<file path="config.mk">
export PLATFORM = sky130hd
export DESIGN_NAME = hazard_scoreboard
export DESIGN_NICKNAME = d
export VERILOG_FILES = /design/src/rtl/hazard_scoreboard.sv
export SDC_FILE = /design/constraint.sdc
export NUM_CORES = 1
export LEC_CHECK = 0
export ABC_CLOCK_PERIOD_IN_PS = 20100
export CORE_ASPECT_RATIO = 2
export CORE_MARGIN = 2
export CORE_UTILIZATION = 50
export CTS_BUF_LIST = sky130_fd_sc_hd__clkbuf_8
export CTS_CLUSTER_SIZE = 16
export DETAILED_ROUTE_END_ITERATION = 12
export PLACE_DENSITY = 0.71
export SLEW_MARGIN = 20
export SYNTH_ARGS = -nofsm -noshare
export SYNTH_HDL_FRONTEND = slang
export SYNTH_SLANG_ARGS = --single-unit
</file>
<file path="constraint.sdc">
create_clock -name clk -period 20.1 [get_ports clk]
set_input_delay 3.015 -clock clk [delete_from_list [all_inputs] [get_ports clk]]
set_output_delay 3.015 -clock clk [all_outputs]
set_load 0.01 [all_outputs]
</file>
<file path="src/rtl/hazard_scoreboard.sv">
// In-flight register-write scoreboard: decode-stage stall and per-operand forward distance.
// Optional SCOREBOARD_STATS_EN adds saturating stall_cnt / full_cnt counters.
module hazard_scoreboard #(
   parameter int AW      = 5,
   parameter int DEPTH   = 4,
   parameter int LATW    = 3,
   parameter int WB_DIST = 3
) (
   input  logic                         clk,
   input  logic                         reset,
   input  logic                         issue_valid,
   input  logic                         flush,
   input  logic [AW-1:0]                issue_rs,
   input  logic                         issue_rs_used,
   input  logic [AW-1:0]                issue_rt,
   input  logic                         issue_rt_used,
   input  logic [AW-1:0]                issue_rd,
   input  logic                         issue_rd_we,
   input  logic [LATW-1:0]              issue_lat,
   output logic                         stall,
   output logic                         full,
   output logic [LATW-1:0]              fwd_a,
   output logic [LATW-1:0]              fwd_b,
   output logic [$clog2(DEPTH+1)-1:0]   inflight
`ifdef SCOREBOARD_STATS_EN
   ,
   output logic [15:0]                  stall_cnt,
   output logic [15:0]                  full_cnt
`endif
);

   localparam int CW = $clog2(DEPTH+1);
   localparam logic [LATW-1:0] WB_AGE  = LATW'(WB_DIST);
   localparam logic [LATW-1:0] LAT_ONE = LATW'(1);

   logic [DEPTH-1:0] valid_reg;
   logic [AW-1:0]    rd_reg  [DEPTH];
   logic [LATW-1:0]  lat_reg [DEPTH];
   logic [LATW-1:0]  age_reg [DEPTH];
   logic [CW-1:0]    inflight_reg;

   logic [DEPTH-1:0] retiring, busy, match_a, match_b, free_slot, alloc_sel, valid_next;
   logic [CW-1:0]    count_next;
   logic [LATW-1:0]  age_a, age_b, lat_a, lat_b, lat_eff;
   logic             hit_a, hit_b, hazard_a, hazard_b, wr_real, alloc;

   genvar gi;
   generate
      for (gi = 0; gi < DEPTH; gi++) begin : g_entry
         assign retiring[gi] = valid_reg[gi] && (age_reg[gi] == WB_AGE);
         assign busy[gi]     = valid_reg[gi] && !retiring[gi];
         assign match_a[gi]  = issue_rs_used && (issue_rs != '0) && valid_reg[gi] &&
                               (rd_reg[gi] == issue_rs);
         assign match_b[gi]  = issue_rt_used && (issue_rt != '0) && valid_reg[gi] &&
                               (rd_reg[gi] == issue_rt);
         assign valid_next[gi] = busy[gi] || (alloc && alloc_sel[gi]);
      end
   endgenerate

   // Youngest match wins; ages of valid entries are unique since at most one issues per cycle.
   always_comb begin
      hit_a = 1'b0;
      age_a = '0;
      lat_a = '0;
      hit_b = 1'b0;
      age_b = '0;
      lat_b = '0;
      for (int i = 0; i < DEPTH; i++) begin
         if (match_a[i] && (!hit_a || (age_reg[i] < age_a))) begin
            hit_a = 1'b1;
            age_a = age_reg[i];
            lat_a = lat_reg[i];
         end
         if (match_b[i] && (!hit_b || (age_reg[i] < age_b))) begin
            hit_b = 1'b1;
            age_b = age_reg[i];
            lat_b = lat_reg[i];
         end
      end
   end

   assign hazard_a = hit_a && (age_a < lat_a);
   assign hazard_b = hit_b && (age_b < lat_b);
   assign wr_real  = issue_rd_we && (issue_rd != '0);
   assign full     = wr_real && (&busy);
   assign stall    = issue_valid && !flush && (hazard_a || hazard_b || full);
   assign alloc    = issue_valid && !flush && !stall && wr_real;
   assign fwd_a    = age_a;
   assign fwd_b    = age_b;
   assign inflight = inflight_reg;

   // Lowest-index free slot as a one-hot; a slot retiring this edge is already free.
   assign free_slot = ~busy;
   assign alloc_sel = free_slot & (~free_slot + DEPTH'(1));

   assign lat_eff = (issue_lat == '0)    ? LAT_ONE :
                    (issue_lat > WB_AGE) ? WB_AGE  : issue_lat;

   always_comb begin
      count_next = '0;
      for (int i = 0; i < DEPTH; i++) begin
         count_next = count_next + CW'(valid_next[i]);
      end
   end

   always_ff @(posedge clk) begin
      if (reset) begin
         valid_reg    <= '0;
         inflight_reg <= '0;
         for (int i = 0; i < DEPTH; i++) begin
            age_reg[i] <= '0;
         end
      end else begin
         valid_reg    <= valid_next;
         inflight_reg <= count_next;
         for (int i = 0; i < DEPTH; i++) begin
            if (alloc && alloc_sel[i]) begin
               age_reg[i] <= LAT_ONE;
            end else if (retiring[i]) begin
               age_reg[i] <= '0;
            end else if (valid_reg[i]) begin
               age_reg[i] <= age_reg[i] + LAT_ONE;
            end
         end
      end
   end

   // Payload fields are only meaningful while valid, so they carry no reset.
   always_ff @(posedge clk) begin
      for (int i = 0; i < DEPTH; i++) begin
         if (alloc && alloc_sel[i]) begin
            rd_reg[i]  <= issue_rd;
            lat_reg[i] <= lat_eff;
         end
      end
   end

`ifdef SCOREBOARD_STATS_EN
   logic [15:0] stall_cnt_reg, full_cnt_reg;

   always_ff @(posedge clk) begin
      if (reset) begin
         stall_cnt_reg <= '0;
         full_cnt_reg  <= '0;
      end else begin
         if (stall && (stall_cnt_reg != 16'hFFFF)) begin
            stall_cnt_reg <= stall_cnt_reg + 16'd1;
         end
         if (stall && full && (full_cnt_reg != 16'hFFFF)) begin
            full_cnt_reg <= full_cnt_reg + 16'd1;
         end
      end
   end

   assign stall_cnt = stall_cnt_reg;
   assign full_cnt  = full_cnt_reg;
`endif

endmodule

</file>
# After elaboration in Yosys (flattened, before gate mapping)

Memory sizes are Yosys's and may differ from the RTL's.
Cells that the tools add are included.

Reduce and logical (&&, ||, !) cells: 79
Add/subtract/negate cells: 8
Muxes and demuxes: 110
Equality and inequality tests: 12
$lt $le $gt $ge: 9
Bitwise logic cells: 15

Operators with widths:

| operator                                                      | count |
|---|---|
| 2-to-1 mux 3 bit                                              | 33 |
| 2-to-1 mux 1 bit                                              | 68 |
| logical AND 1 bit                                             | 44 |
| == test 5 bit                                                 | 8 |
| < comparator 3 bit                                            | 8 |
| 2-to-1 mux 5 bit                                              | 3 |
| nonzero test 5 bit                                            | 3 |
| OR reduction 5 bit                                            | 3 |
| adder 3 x 1 -> 3 bit, second input constant                   | 4 |
| == test 3 x 2 -> 1 bit, second input constant                 | 4 |
| logical NOT 1 bit                                             | 12 |
| logical OR 1 bit                                              | 12 |
| 2-to-1 mux 2 bit                                              | 6 |
| OR 1 bit                                                      | 12 |
| OR reduction 3 bit                                            | 3 |
| inverter 4 bit                                                | 2 |
| adder 4 x 1 -> 4 bit, second input constant                   | 1 |
| AND 4 bit                                                     | 1 |
| AND reduction 4 bit                                           | 1 |
| adder 2 x 1 -> 3 bit                                          | 1 |
| adder 3 x 1 -> 3 bit                                          | 1 |
| greater-than comparator 3 x 2 -> 1 bit, second input constant | 1 |
| logical NOT 3 bit                                             | 1 |
| adder 1 x 1 -> 2 bit                                          | 1 |

Output and inout port bits: 11
Memories kept: 3
Bits in writable memories: 44
Bits in registers: 7
Word-level logic and storage cells: 238

Memories:

| memory  | depth | width | rd ports | clocked after Yosys merged registers in | write ports | line | source |
|---|---|---|---|---|---|---|---|
| rd_reg  | 4     | 5     | 4        | 0                                       | 1           | 37   | `logic [AW-1:0] rd_reg [DEPTH];` |
| age_reg | 4     | 3     | 4        | 0                                       | 4           | 39   | `logic [LATW-1:0] age_reg [DEPTH];` |
| lat_reg | 4     | 3     | 4        | 0                                       | 1           | 38   | `logic [LATW-1:0] lat_reg [DEPTH];` |

# Longest topological paths before layout

Gate-level depths: netlist (run 1).

Depth after elaboration: 32
Depth in mapped cells: 37

# Least setup slack after synthesis (run 1)

No wires, ideal clock.

Path kind: input to output
From: input issue_rt[4]
To: output stall
Cell stages on the path: 29
Arrival: 9.373 ns
Required time: 17.085 ns
Slack: 7.712 ns
Path buffers: 1
Cells stage by stage: clkbuf_1 xnor2_1 nand4_1 nor3_1 nand2_1 ha_1 a21oi_1 nand2_1 a211oi_2 nand2_1 o21ai_0 inv_1 ha_1 nand3_1 a2111o_1 o211ai_1 nor2_1 o21ai_0 ha_1 a211o_1 nor3_1 a31oi_4 mux2i_1 ha_1 a211oi_1 o22ai_1 a31oi_2 or2_1 and3b_1

Cells in the longest elaborated chain, start to end: 22
Elaborated cells between the ends (all ways): 43
Classes of those cells: order compare: 4; eq/ne: 4; mux: 12; reduce/logical: 23

RTL lines:

| item                                                           | line | source |
|---|---|---|
| from (decl)                                                    | 15   | `input logic [AW-1:0] issue_rt,` |
| nonzero test 5 bit                                             | 54   | `assign match_b[gi] = issue_rt_used && (issue_rt != '0) && valid_reg[gi] &&` |
| logical AND 1 bit (3 in series)                                | 54   |  |
| 2-to-1 mux 3 bit / 2-to-1 mux 1 bit (equally long branches)    | 74   | `if (match_b[i] && (!hit_b \|\| (age_reg[i] < age_b))) begin` |
| < comparator 3 bit / logical NOT 1 bit (equally long branches) | 74   |  |
| logical OR 1 bit                                               | 74   |  |
| logical AND 1 bit                                              | 74   |  |
| 2-to-1 mux 3 bit / 2-to-1 mux 1 bit (equally long branches)    | 74   |  |
| < comparator 3 bit / logical NOT 1 bit (equally long branches) | 74   |  |
| [... 4 more ...]                                               | --   |  |
| logical OR 1 bit                                               | 74   |  |
| logical AND 1 bit                                              | 74   |  |
| 2-to-1 mux 3 bit (*)                                           | 74   |  |
| via fwd_b[2]                                                   | 23   | `output logic [LATW-1:0] fwd_b,` |
| < comparator 3 bit (*)                                         | 83   | `assign hazard_b = hit_b && (age_b < lat_b);` |
| logical AND 1 bit (*)                                          | 83   |  |
| logical OR 1 bit (*) (2 in series)                             | 86   | `assign stall = issue_valid && !flush && (hazard_a \|\| hazard_b \|\| full);` |
| logical AND 1 bit (*)                                          | 86   |  |
| to (decl)                                                      | 20   | `output logic stall,` |

The timed path passes the listed nets; every way through them passes the cells marked *.

# Worst setup path in the final report (run 1)

From: input issue_rt[1]
To: output stall

Cells in the longest elaborated chain, start to end: 22
Elaborated cells between the ends (all ways): 43
Classes of those cells: order compare: 4; eq/ne: 4; mux: 12; reduce/logical: 23

RTL lines:

| item                                                           | line |
|---|---|
| nonzero test 5 bit                                             | 54 |
| logical AND 1 bit (3 in series)                                | 54 |
| 2-to-1 mux 3 bit / 2-to-1 mux 1 bit (equally long branches)    | 74 |
| < comparator 3 bit / logical NOT 1 bit (equally long branches) | 74 |
| logical OR 1 bit                                               | 74 |
| logical AND 1 bit                                              | 74 |
| 2-to-1 mux 3 bit / 2-to-1 mux 1 bit (equally long branches)    | 74 |
| < comparator 3 bit / logical NOT 1 bit (equally long branches) | 74 |
| [... 3 more ...]                                               | -- |
| < comparator 3 bit / logical NOT 1 bit (equally long branches) | 74 |
| logical OR 1 bit                                               | 74 |
| logical AND 1 bit                                              | 74 |
| 2-to-1 mux 3 bit                                               | 74 |
| < comparator 3 bit                                             | 83 |
| logical AND 1 bit (*)                                          | 83 |
| logical OR 1 bit (*) (2 in series)                             | 86 |
| logical AND 1 bit (*)                                          | 86 |

Every way passes the cells marked *; elsewhere a longest branch is shown, timed or not.

==> results.py, run 1 <==
metrics = {
    "outcome": {
        "status": "finished clean",
    },
    "final_layout": {
        "drive_above_1_share": 0.0887,
        "diodes": 0,
        "fillers": 665,
        "fin_cells": 498,
        "nNetsFinal": 457,
        "area_growth_pct": 13.7,
        "largest_reg_flops": 20,
        "post-route-util": 0.588,
    },
    "drt": {
        "drc": 0,
        "ant_nets": 0,
        "vias_per_cell": 5.92,
        "wl_per_cell_um": 19.7,
        "dr.pass1.iters": 4,
        "vias": 2946,
        "drt_iter0_markers": 177,
        "wl_um": 9810,
    },
    "power": {
        "power.density_mw_per_mm2": 51.1,
        "p_sw_uw": 51.3,
        "seq_power_share": 0.545,
        "p_sw_frac": 0.233,
        "p_clk_frac": 0.339,
        "vdd.ir_drop.worst_v": 0.0000413,
        "p_comb_frac": 0.116,
        "p_leak_nw": 1.59,
        "p_int_uw": 169,
    },
    "clock_network": {
        "cts_buffer_depth": 2,
        "clock_latency_ns": 0.32,
        "root_buffer": "clkbuf_8",
        "cts_buffers": 5,
        "clock_sinks": 51,
        "post_cts_buffers": 0,
        "cts_tree": "built",
        "htree_levels": 2,
        "hold_buffers": 0,
        "cts-resized-gates": 0,
        "path_clk_slew_ns": 0.09,
    },
    "timing": {
        "rsz0062_at_grt": "no",
        "setup_viol": 0,
        "hold_violations": 0,
        "fin_crit_sh": 0.718,
        "slew_violations": 0,
        "skew_ns": 0.00797,
        "slew-limit-headroom": 0.323,
        "min_period_ns": 14.43,
        "tns_ns": 0,
        "worst_pin_slew_ns": 1.01,
        "max_freq_mhz": 69.3,
    },
    "critical_path": {
        "r2r_slack_ns": 11.27,
        "worstPathRequired_ns": 17.09,
        "cp_slowest_stage_delay_ns": 0.60,
        "crit_type": "input pin to primary output",
        "critical_path_arrival_ns": 11.42,
        "startpoint_type": "input pin",
        "ff2ff_path_depth": 32,
        "cp_common_cell": "ha_1",
        "cp_slowest_cell": "or4_4",
        "cp_max_fo": 12,
        "critPathCaptureType": "primary output",
    },
    "synthesis": {
        "yosys_warnings": 0,
        "ys.flop_type": "edfxtp_1",
        "synth_async_sr_flop_share": 0,
        "syn_area_mm2": 0.00379,
        "synth_cell_type_count": 69,
        "synth_seq_area_share": 0.386,
        "post-synth-top-area-fraction": 0.349,
        "synth_enable_flop_cells": 44,
        "syn_area_per_cell_um2": 10.2,
        "synth_top_area_cell": "edfxtp_1",
        "syn_inst": 373,
        "synthTopCellsByArea": "edfxtp_1, ha_1, xnor2_1, dfxtp_1, xor2_1",
        "ys_ff_latch": 51,
    },
    "die": {
        "core_mm2": 0.00732,
        "row_count": 44,
        "design.die.area_mm2": 0.00833,
        "start_util": 0.517,
        "fp.dieW_um": 65.5,
        "ios": 36,
        "die_h_um": 127,
    },
    "placement": {
        "io_buffers": 35,
        "place_hpwl_um": 8080,
        "place.gp.congestion": 0.993,
        "placed_cells": 490,
    },
    "global_route": {
        "grt_pass1_vias": 2937,
        "antenna_found_initial": 0,
        "grt.total_usage": 0.256,
        "grt_start_max_net_pins": 17,
        "gr-total-overflow": 0,
        "grt_first_pass_wirelength_um": 15700,
    },
    "flow_run": {
        "maxCapViolations": 0,
    },
    "hold_path": {
        "hold_class": "flop to flop",
        "hold_depth": 2,
    },
}
[worst max-delay path: cells and delay by family]
family | cells | cell delay [ns]
adder cells (fa/ha/maj) | 4 | 1.18
AO/OA/AOI/OAI | 12 | 3.55
multiplexers | 1 | 0.27
AND/OR/NAND/NOR | 10 | 2.19
buffers and inverters | 3 | 1.18
[power by group through the flow]
stage / Combinational (mW) / Clock, mW / Sequential [mW]
floorplan: 0.0166 / 0 / 0.121
global placement: 0.0250 / 0 / 0.122
detailed placement: 0.0255 / 0 / 0.122
CTS: 0.0255 / 0.0763 / 0.120
global route: 0.0283 / 0.0800 / 0.120
finish: 0.0255 / 0.0747 / 0.120
[synth_stat cells (5+ instances only)]
library cell	n
nand2_1	27
nor3_1	19
o21ai_0	19
buf_2	6
or3_1	6
clkbuf_1	5
nand2b_1	6
xnor2_1	26
edfxtp_1	44
nor2_1	17
inv_1	22
xor2_1	14
nand3_1	8
mux2i_1	12
nand4_1	5
a21oi_1	8
nor2b_1	5
ha_1	26
dfxtp_1	7
o21a_1	9
a31oi_1	5
[cell families (layout without fill, tap and decap cells)]
logic type | Yosys count | count (layout) | share of synthesized area
AO/OA/AOI/OAI | 81 | 81 | 0.166
XOR/XNOR | 40 | 40 | 0.0925
adder cells (fa/ha/maj) | 27 | 27 | 0.0912
buffers and inverters | 36 | 66 | 0.0436
flip-flops | 51 | 51 | 0.386
multiplexers | 15 | 15 | 0.0416
other | 1 | 4 | 0.000990
AND/OR/NAND/NOR | 122 | 122 | 0.178
[routing by layer]
metal	routed length, um	vias up	track usage
li1	-	1451	-
met1	3440	1387	0.271
met2	5740	88	0.493
met3	279	20	0.0229
met4	348	0	0.113
met5	0	-	0
[through the flow]
| step | hold WS, ns | setup slack (ns) | area (um^2) | total power [mW] |
|---|---|---|---|---|
| 3_3_place_gp | 0.686 | 6.14 | 4190 | 0.147 |
| 5_1_grt | 0.762 | 5.24 | 4310 | 0.229 |
| 6_report | 0.714 | 5.67 | 4310 | 0.220 |
| 3_5_place_dp | 0.688 | 5.82 | 4190 | 0.148 |
| 4_1_cts | 0.703 | 5.82 | 4310 | 0.222 |
| 2_1_floorplan | 0.579 | 7.71 | 3800 | 0.138 |
[final cells by class]
type / instances / area (um^2) / area share
sequential: 51 / 1460 / 0.339
clock buffer: 6 / 82.6 / 0.0192
tap: 92 / 115 / 0.0267
multi-input combinational: 289 / 2170 / 0.504
inverter: 22 / 82.6 / 0.0192
clock inverter: 2 / 35.0 / 0.00814
timing repair buffer: 36 / 358 / 0.0831
[path summary, 6_finish.rpt]
| check | from | end |
|---|---|---|
| worst max-delay path | issue_rt[1] | stall |
| worst min-delay path | valid_reg[3] | valid_reg[3] |
| worst max register to register | rd_reg[0][2] | inflight[1] |
| worst min register to register | valid_reg[3] | valid_reg[3] |
[layout by cell type (no fill, tap or decap), types with 3 or more instances in the layout]
cell type | synthesis | layout
a31oi_1 | 5 | 5
a21o_1 | 4 | 4
clkbuf_8 | 0 | 6
dfxtp_1 | 7 | 7
nor2b_1 | 5 | 5
or2_2 | 4 | 4
clkdlybuf4s50_1 | 0 | 35
nor3_1 | 19 | 19
inv_1 | 22 | 22
conb_1 | 1 | 4
o21ai_0 | 19 | 19
ha_1 | 26 | 26
nor4_1 | 4 | 4
o21a_1 | 9 | 9
and3_1 | 4 | 4
xor2_1 | 14 | 14
nor2_1 | 17 | 17
nand3_1 | 8 | 8
a21oi_1 | 8 | 8
nand2b_1 | 6 | 6
or4_4 | 3 | 3
a211o_1 | 3 | 3
nand4_1 | 5 | 5
xnor2_1 | 26 | 26
a211oi_1 | 3 | 3
mux2i_1 | 12 | 12
and2_1 | 3 | 3
edfxtp_1 | 44 | 44
or3_1 | 6 | 6
nand2_1 | 27 | 27
No activity file was read; power rests on OpenSTA's default activity.
==> inputs of run 2 (changes only) <==
--- a/config.mk
+++ b/config.mk
@@ -5,14 +5,14 @@
 export SDC_FILE = /design/constraint.sdc
 export NUM_CORES = 1
 export LEC_CHECK = 0
-export ABC_CLOCK_PERIOD_IN_PS = 20100
+export ABC_CLOCK_PERIOD_IN_PS = 13210
 export CORE_ASPECT_RATIO = 2
 export CORE_MARGIN = 2
 export CORE_UTILIZATION = 50
 export CTS_BUF_LIST = sky130_fd_sc_hd__clkbuf_8
 export CTS_CLUSTER_SIZE = 16
 export DETAILED_ROUTE_END_ITERATION = 12
-export PLACE_DENSITY = 0.71
+export PLACE_DENSITY = 0.74
 export SLEW_MARGIN = 20
 export SYNTH_ARGS = -nofsm -noshare
 export SYNTH_HDL_FRONTEND = slang
==> constraint.sdc (replaced) <==
create_clock -name clk -period 13.21 [get_ports clk]
set_input_delay 1.9815 -clock clk [delete_from_list [all_inputs] [get_ports clk]]
set_output_delay 1.9815 -clock clk [all_outputs]
set_load 0.01 [all_outputs]
==> run 2 against run 1 <==
  * Non-clock buffer count unchanged
  * Clock power up 30%
  * Largest cell class unchanged
  * Global-route usage fell by 0.54 points
  * Register-to-register slack lost 6.9 ns
  * Count of clock-buffer cells in the layout rose by 1
==> results.py, run 2 (synthesis results as in run 1) <==
metrics = {
    "outcome": {
        "status": "finished clean",
    },
    "timing": {
        "max_freq_mhz": 81.3,
        "rsz0062_at_grt": "no",
        "slew-limit-headroom": 0.352,
        "setup_viol": 0,
        "hold_violations": 0,
        "fin_ws_ns": 0.910,
        "tns_ns": 0,
        "worst_pin_slew_ns": 0.964,
        "min_period_ns": 12.30,
        "skew_ns": 0.0139,
        "slew_violations": 0,
        "fin_crit_sh": 0.931,
    },
    "drt": {
        "drt_iter0_markers": 119,
        "ant_nets": 0,
        "vias": 3002,
        "vias_per_cell": 6.03,
        "wl_um": 9830,
        "dr.pass1.iters": 4,
        "drc": 0,
        "wl_per_cell_um": 19.7,
    },
    "power": {
        "p_leak_nw": 1.59,
        "power.density_mw_per_mm2": 74.2,
        "vdd.ir_drop.worst_v": 0.0000972,
        "p_total_uw": 318,
    },
    "placement": {
        "placed_cells": 490,
        "place_hpwl_um": 8170,
        "dp_slack_ns": 0.970,
        "io_buffers": 35,
        "place.gp.congestion": 0.979,
    },
    "clock_network": {
        "root_buffer": "clkbuf_8",
        "clock_sinks": 51,
        "cts_tree": "built",
        "hold_buffers": 0,
        "clock_latency_ns": 0.32,
        "cts_buffers": 5,
        "cts_buffer_depth": 2,
        "path_clk_slew_ns": 0.09,
        "post_cts_buffers": 0,
        "htree_levels": 2,
        "cts-resized-gates": 0,
    },
    "global_route": {
        "antenna_found_initial": 0,
        "grt.total_usage": 0.250,
        "grt_pass1_vias": 3020,
        "gr-total-overflow": 0,
        "grt_start_max_net_pins": 17,
        "grt_first_pass_wirelength_um": 15200,
    },
    "final_layout": {
        "diodes": 0,
        "layout_common_cells": "edfxtp_1, clkdlybuf4s50_1, nand2_1",
        "seq_area_mm2": 0.00146,
        "fillers": 645,
        "largest_reg_flops": 20,
        "final_common_cell": "edfxtp_1",
        "drive_above_1_share": 0.0862,
        "multi_input_area_mm2": 0.00217,
        "fin_cells": 498,
        "nNetsFinal": 457,
        "area_growth_pct": 13.3,
    },
    "die": {
        "start_util": 0.517,
        "die_h_um": 127,
        "design.die.area_mm2": 0.00833,
        "row_count": 44,
        "fp.dieW_um": 65.5,
        "ios": 36,
        "core_mm2": 0.00732,
    },
    "critical_path": {
        "worstPathRequired_ns": 11.23,
        "cp_slowest_cell": "or4_4",
        "critical_path_arrival_ns": 10.32,
        "cp_slowest_stage_delay_ns": 0.61,
        "crit_type": "input pin to primary output",
        "cp_max_fo": 12,
        "critPathCaptureType": "primary output",
        "startpoint_type": "input pin",
    },
    "hold_path": {
        "hold_class": "flop to flop",
    },
    "flow_run": {
        "maxCapViolations": 0,
    },
}
[run 2: cell types whose count changed in the layout (fill, tap and decap cells not counted)]
cell and delta:
clkbuf_8 +1, inv_1 +1, clkinv_2 -1, bufinv_16 -1
[run 2: cell type report]
| class | count | share of cell area |
|---|---|---|
| clock buffers | 7 | 0.0225 |
| clock inverters | 1 | 0.000875 |
| inverters | 22 | 0.0193 |
| multi-input cells | 289 | 0.506 |
| flip-flops and latches | 51 | 0.341 |
| well taps | 92 | 0.0268 |
| repair buffers | 36 | 0.0835 |
[run 2: path summary, 6_finish.rpt]
path | start | end | slack [ns] | cells past startpoint
max | issue_rt[1] | stall | 0.91 | 32
min | valid_reg[3] | valid_reg[3] | 0.70 | 2
max reg2reg | rd_reg[0][1] | inflight[1] | 4.33 | 33
min reg2reg | valid_reg[3] | valid_reg[3] | 0.70 | 2
[run 2: routing by layer]
layer,vias up,part of all wire,GRT usage
li1,1443,-,-
met1,1431,0.33,0.229
met2,91,0.58,0.492
met3,37,0.023,0.0238
met4,0,0.067,0.167
met5,-,0,0
[run 2: metrics by stage]
step,utilization,area [um^2],hold slack [ns]
6_report,0.586,4290,0.697
5_1_grt,0.586,4290,0.732
4_1_cts,0.586,4290,0.695
3_5_place_dp,0.572,4190,0.684
3_3_place_gp,0.572,4190,0.687
2_1_floorplan,-,3800,0.579
[run 2: where the power goes]
part	switching (mW)	internal, mW	leakage (nW)
logic	0.0211	0.0177	1.06
clock network	0.0497	0.0471	0.0557
registers	0.00459	0.178	0.469
[run 2: critical path: cells and delay by family]
family / cells / cell delay, ns
compound gates: 12 / 3.42
fa+ha+maj: 4 / 1.16
buf+inv: 3 / 1.18
mux: 1 / 0.24
simple gates: 12 / 2.33
